### src/rtl/udp_tx_scheduler.sv
`default_nettype none
// +--------------------------------------------------------------------------+
// | udp_tx_scheduler                                                         |
// | Round-robin sharing of one UDP transmit engine among N_REQ sources.      |
// | Optional WAIT watchdog: define UDP_TX_SCHED_TIMEOUT_EN.                  |
// | Revision: 1.0                                                            |
// +--------------------------------------------------------------------------+
module udp_tx_scheduler #(
   parameter int N_REQ       = 2,
   parameter int TIMEOUT_CYC = 4096
) (
   input  logic                  clk,
   input  logic                  reset,
   input  logic [N_REQ-1:0]      req_i,
   input  logic [16*N_REQ-1:0]   length_i,
   input  logic [32*N_REQ-1:0]   remote_ip_i,
   input  logic [16*N_REQ-1:0]   remote_port_i,
   input  logic [16*N_REQ-1:0]   local_port_i,
   input  logic                  tx_done_i,
   output logic [N_REQ-1:0]      grant_o,
   output logic [N_REQ-1:0]      done_o,
   output logic                  udp_sendpacket,
   output logic [15:0]           length_o,
   output logic [31:0]           remote_IP_o,
   output logic [15:0]           remote_port_o,
   output logic [15:0]           local_port_o,
   output logic                  busy_o,
   output logic                  timeout_o
);

   localparam int c_PTR_W = (N_REQ > 1) ? $clog2(N_REQ) : 1;

   localparam logic [1:0] c_IDLE  = 2'd0;
   localparam logic [1:0] c_START = 2'd1;
   localparam logic [1:0] c_WAIT  = 2'd2;
   localparam logic [1:0] c_DONE  = 2'd3;

   if (N_REQ < 2 || N_REQ > 8 || TIMEOUT_CYC < 2 || TIMEOUT_CYC > 65536) begin : g_param_check
      $error("udp_tx_scheduler: parameter out of range");
   end

   logic [1:0]          r_state;
   logic [N_REQ-1:0]    r_grant;
   logic [c_PTR_W-1:0]  r_grant_idx;
   logic [c_PTR_W-1:0]  r_rr_ptr;
   logic [15:0]         r_length;
   logic [31:0]         r_remote_ip;
   logic [15:0]         r_remote_port;
   logic [15:0]         r_local_port;

   logic                w_any_req;
   logic [c_PTR_W-1:0]  w_win_idx;

   // Modulo-N_REQ wrap for values in [0, 2*N_REQ-1]; N_REQ need not be a power of two.
   function automatic logic [c_PTR_W-1:0] f_wrap(input int v);
      return (v >= N_REQ) ? c_PTR_W'(v - N_REQ) : c_PTR_W'(v);
   endfunction

   // Scan downward so the last hit, i.e. the nearest set bit at or above rr_ptr, wins.
   always_comb begin
      w_any_req = |req_i;
      w_win_idx = '0;
      for (int i = N_REQ - 1; i >= 0; i--) begin
         if (req_i[f_wrap(int'(r_rr_ptr) + i)]) begin
            w_win_idx = f_wrap(int'(r_rr_ptr) + i);
         end
      end
   end

`ifdef UDP_TX_SCHED_TIMEOUT_EN
   localparam logic [15:0] c_WDOG_LAST = 16'(TIMEOUT_CYC - 1);
   logic [15:0] r_wdog;
   logic        r_timeout;
`endif

   always_ff @(posedge clk) begin
      if (reset) begin
         r_state       <= c_IDLE;
         r_grant       <= '0;
         r_grant_idx   <= '0;
         r_rr_ptr      <= '0;
         r_length      <= '0;
         r_remote_ip   <= '0;
         r_remote_port <= '0;
         r_local_port  <= '0;
`ifdef UDP_TX_SCHED_TIMEOUT_EN
         r_wdog        <= '0;
         r_timeout     <= 1'b0;
`endif
      end else begin
         case (r_state)
            c_IDLE: begin
               if (w_any_req) begin
                  r_grant       <= {{(N_REQ-1){1'b0}}, 1'b1} << w_win_idx;
                  r_grant_idx   <= w_win_idx;
                  r_length      <= length_i     [int'(w_win_idx)*16 +: 16];
                  r_remote_ip   <= remote_ip_i  [int'(w_win_idx)*32 +: 32];
                  r_remote_port <= remote_port_i[int'(w_win_idx)*16 +: 16];
                  r_local_port  <= local_port_i [int'(w_win_idx)*16 +: 16];
                  r_state       <= c_START;
               end
            end
            c_START: begin
               // Zero-length descriptors never reach the engine.
               r_state <= (r_length == 16'd0) ? c_DONE : c_WAIT;
`ifdef UDP_TX_SCHED_TIMEOUT_EN
               r_wdog  <= '0;
`endif
            end
            c_WAIT: begin
               if (tx_done_i) begin
                  r_state <= c_DONE;
               end
`ifdef UDP_TX_SCHED_TIMEOUT_EN
               else if (r_wdog == c_WDOG_LAST) begin
                  r_state   <= c_DONE;
                  r_timeout <= 1'b1;
               end else begin
                  r_wdog <= r_wdog + 16'd1;
               end
`endif
            end
            c_DONE: begin
               r_grant  <= '0;
               r_rr_ptr <= f_wrap(int'(r_grant_idx) + 1);
               r_state  <= c_IDLE;
`ifdef UDP_TX_SCHED_TIMEOUT_EN
               r_timeout <= 1'b0;
`endif
            end
            default: begin
               r_state <= c_IDLE;
            end
         endcase
      end
   end

   assign grant_o        = r_grant;
   assign done_o         = (r_state == c_DONE) ? r_grant : '0;
   assign udp_sendpacket = (r_state == c_START) && (r_length != 16'd0);
   assign busy_o         = (r_state != c_IDLE);
   assign length_o       = r_length;
   assign remote_IP_o    = r_remote_ip;
   assign remote_port_o  = r_remote_port;
   assign local_port_o   = r_local_port;

`ifdef UDP_TX_SCHED_TIMEOUT_EN
   assign timeout_o = (r_state == c_DONE) && r_timeout;
`else
   assign timeout_o = 1'b0;
`endif

endmodule
`default_nettype wire

### config.mk
export PLATFORM = sky130hd
export DESIGN_NAME = udp_tx_scheduler
export DESIGN_NICKNAME = d
export VERILOG_FILES = /design/src/rtl/udp_tx_scheduler.sv
export SDC_FILE = /design/constraint.sdc
export NUM_CORES = 1
export LEC_CHECK = 0
export CAP_MARGIN = 25
export CORE_ASPECT_RATIO = 0.9
export CORE_MARGIN = 2
export CORE_UTILIZATION = 39
export DETAILED_ROUTE_END_ITERATION = 10
export PLACE_DENSITY = 0.93
export REMOVE_ABC_BUFFERS = 1
export SLEW_MARGIN = 20
export SYNTH_ARGS = -nofsm -noshare
export SYNTH_HDL_FRONTEND = slang
export SYNTH_SLANG_ARGS = --single-unit
export TNS_END_PERCENT = 1
### constraint.sdc
create_clock -name clk -period 2.9 [get_ports clk]
set_input_delay 0.435 -clock clk [delete_from_list [all_inputs] [get_ports clk]]
set_output_delay 0.435 -clock clk [all_outputs]
set_load 0.005 [all_outputs]
==> impl_metrics.json <==
{
  "run_status": "complete, no violations",
  "timing.hold.worst_endpoint": "r_rr_ptr",
  "postSynthAreaPerCell_um2": 9.99,
  "busiest_layer": "met2",
  "path_cells": "nor4_1, nand4_1, and2_1, clkdlybuf4s50_1",
  "postCtsSetupRepairBufs": 0,
  "wirelength_um": 12600,
  "mappedNetlistArea_um2": 3840,
  "timing.critical_path.slowest_stage_cell": "sky130_fd_sc_hd__clkdlybuf4s50_1",
  "place.detailed.hpwl_um": 9670,
  "yosys-top-cells-area": "sky130_fd_sc_hd__dfxtp_1 45%, sky130_fd_sc_hd__mux2i_1 16%, sky130_fd_sc_hd__nor2_1 8.2%",
  "worstPathMaxFanout": 3,
  "powerDensity_nw_per_um2": 772,
  "placement.setup.worst_slack_ps": 704,
  "insertion_delay_ps": 340,
  "cts_max_level": 3,
  "yosys.cell_count.top_type": "sky130_fd_sc_hd__dfxtp_1",
  "ys_dominant_reg_cell": "sky130_fd_sc_hd__dfxtp_1",
  "terminus_of_the_critical_flop_to_flop_path": "remote_port_o[9]",
  "groute.layer.met2.usage_pct": 40.4,
  "rr_startpoint": "r_state[0]",
  "worst_r2r_path_depth": 7,
  "worst_path_dominant_cell_family": "simple AND/OR/NAND/NOR gates",
  "antenna_found_initial": 0,
  "drive_above_1_share_pct": 7.53,
  "critPathKind": "flip-flop to output pin",
  "detailroute.via_count": 3923,
  "final_util_pct": 69.0,
  "yosysUniqueCellTypes": 30,
  "timing.final.max_slew_violations": 0,
  "grt_use_total_pct": 22.9,
  "synth-warning-count": 0,
  "grt_util_met1_pct": 26.1,
  "design.die.area_um2": 10700,
  "post_cts.resized_instances": 0,
  "synthDominantCellAreaShare_pct": 44.8,
  "fmax_mhz": 424,
  "final_antenna_net_count": 0,
  "placement.cell_area_um2": 6410,
  "detail_route.drc_violations": 0,
  "p_leak_nw": 2.72,
  "numPortBuffers": 250,
  "top_level_ports": 252,
  "slew-limit-headroom_pct": 46.2,
  "clockBufferDepth": 2,
  "class_of_the_tightest_hold_or_removal_check": "flip-flop to flip-flop",
  "clk_root_buffer_cell": "sky130_fd_sc_hd__clkbuf_8",
  "die_h_um": 98.2,
  "finish_stage_setup_viols": 0,
  "post-route-min-period_ps": 2360,
  "drtIter0Drc": 220,
  "postSynth.asyncResetShare_pct": 0,
  "data_arrival_critical_path_ps": 1920,
  "gp_congestion": 0.824,
  "timing.hold.worst.start": "r_grant_idx",
  "crit_buf_inv": 1,
  "wire_per_inst_um": 16.8,
  "yosysSeqAreaShare_pct": 44.8,
  "cts_sinks": 86,
  "totalNegativeSetupSlack_ps": 0,
  "synth_commonest_cells": "86 x sky130_fd_sc_hd__dfxtp_1, 84 x sky130_fd_sc_hd__nor2_1, 60 x sky130_fd_sc_hd__mux2i_1",
  "timing.critical_path.slowest_cell_delay_ps": 460,
  "drt_pre_antenna_iters": 5,
  "holdBufCountCts": 0,
  "post-synth-top-area-cell": "sky130_fd_sc_hd__dfxtp_1",
  "num_rows": 34,
  "synthesis.instances": 385,
  "rsz0062_at_grt": "false",
  "hold_depth": 1,
  "layout-area-overhead-vs-synth_pct": 72.4,
  "clock_skew_ps": 16.9,
  "grt_first_pass_wirelength_um": 19300,
  "clock_tree_from_tritoncts": "yes",
  "diodes": 0,
  "chipWidth_um": 109,
  "core_area_um2": 9610,
  "final_hold_viol_count": 0,
  "grt_pass1_vias": 3933,
  "max_cap_violations": 0,
  "grt.overflow.total": 0,
  "final_critical_path_setup_slack_ps": 542,
  "final_nets": 789,
  "edff_count_synth": 0,
  "gr-usage-met3_pct": 5.94,
  "worstSetupEndpointType": "output pin",
  "grt_max_degree": 67,
  "synth-seq-cells": 86,
  "worst_ir_drop_vdd_v": 0.000482,
  "cts.reportedPaths.clkPinSlew_ps": 90,
  "cts_inserted_buffers": 9,
  "start_util_pct": 40.0,
  "share_of_the_clock_period_used_by_the_worst_path_after_layout_pct": 81.3,
  "vias_per_cell": 5.23,
  "worst-path-stages": 4,
  "cp.required_ps": 2470,
  "crit_path_start_kind": "flip-flop",
  "transition_time_at_the_pin_with_the_least_slew_margin_ps": 807,
  "layout.cell_area.non_filler_um2": 6630,
  "reg2reg_setup_slack_ps": 900
}
[cells by family (layout without fill, tap and decap cells)]
family	count (synthesis)	after routing	share of synthesized area [%]
fa+ha+maj	5	5	1.63
compound gates	93	93	21.8
simple gates	99	99	10.5
flops	86	86	44.8
buf+inv	41	280	5.53
other cells	1	1	0.0975
mux	60	60	15.6
[routing by layer]
layer | vias to the layer above | routed length [um] | part of all wire, %
met1 | 1833 | 4840 | 38
met3 | 26 | 981 | 7.8
met4 | 0 | 305 | 2.4
met5 | - | 0 | 0
li1 | 1895 | - | -
met2 | 169 | 6450 | 51
[stage by stage]
step | hold slack (ps) | power [mW] | instances
2_1_floorplan | 414 | 2.89 | 350
3_3_place_gp | 425 | 4.13 | 734
3_5_place_dp | 438 | 4.24 | 734
4_1_cts | 462 | 5.16 | 750
5_1_grt | 487 | 5.44 | 750
6_report | 475 | 5.12 | 750
[registers in the layout, indices dropped and copies added (netlist names)]
signal	flops
grant_o	2
length_o	16
local_port_o	16
r_grant_idx	1
r_rr_ptr	1
r_state	2
remote_IP_o	32
remote_port_o	16
[where the power goes]
part	internal (mW)	switching (mW)
clock	0.494	0.411
combinational	1.34	1.03
sequential	1.59	0.244
[placed cells by master (no fill, tap or decap), types with 2 or more instances in the layout]
cell type and instances:
sky130_fd_sc_hd__a211oi_1 41, sky130_fd_sc_hd__a211oi_2 19, sky130_fd_sc_hd__a21oi_1 5, sky130_fd_sc_hd__a222oi_1 22, sky130_fd_sc_hd__and2_1 3, sky130_fd_sc_hd__buf_12 2, sky130_fd_sc_hd__buf_4 7, sky130_fd_sc_hd__clkbuf_8 13
sky130_fd_sc_hd__clkdlybuf4s50_1 249, sky130_fd_sc_hd__dfxtp_1 86, sky130_fd_sc_hd__ha_1 5, sky130_fd_sc_hd__inv_1 5, sky130_fd_sc_hd__mux2i_1 60, sky130_fd_sc_hd__nand2_1 2, sky130_fd_sc_hd__nor2_1 84, sky130_fd_sc_hd__nor2b_1 2
sky130_fd_sc_hd__nor4_1 4, sky130_fd_sc_hd__o21bai_1 2
[how the worst max path moves through the flow]
stage          slack (ps)    startpoint               to
6_report              540   length_o[2]   udp_sendpacket
5_1_grt               430  length_o[15]   udp_sendpacket
3_5_place_dp          700      req_i[1]  local_port_o[7]
4_1_cts               540   length_o[0]   udp_sendpacket
3_3_place_gp          800      req_i[1]       grant_o[1]
2_1_floorplan        -820    r_state[0]   remote_IP_o[0]
[cell type report]
class / instances / area (um2)
clock inverters: 2 / 37.5
multi-input cells: 258 / 1920
clock buffers: 14 / 183
flip-flops and latches: 86 / 1720
well taps: 126 / 158
inverters: 6 / 22.5
fillers: 752 / 2980
repair buffers: 258 / 2580
(Power assumes the default switching activity.)
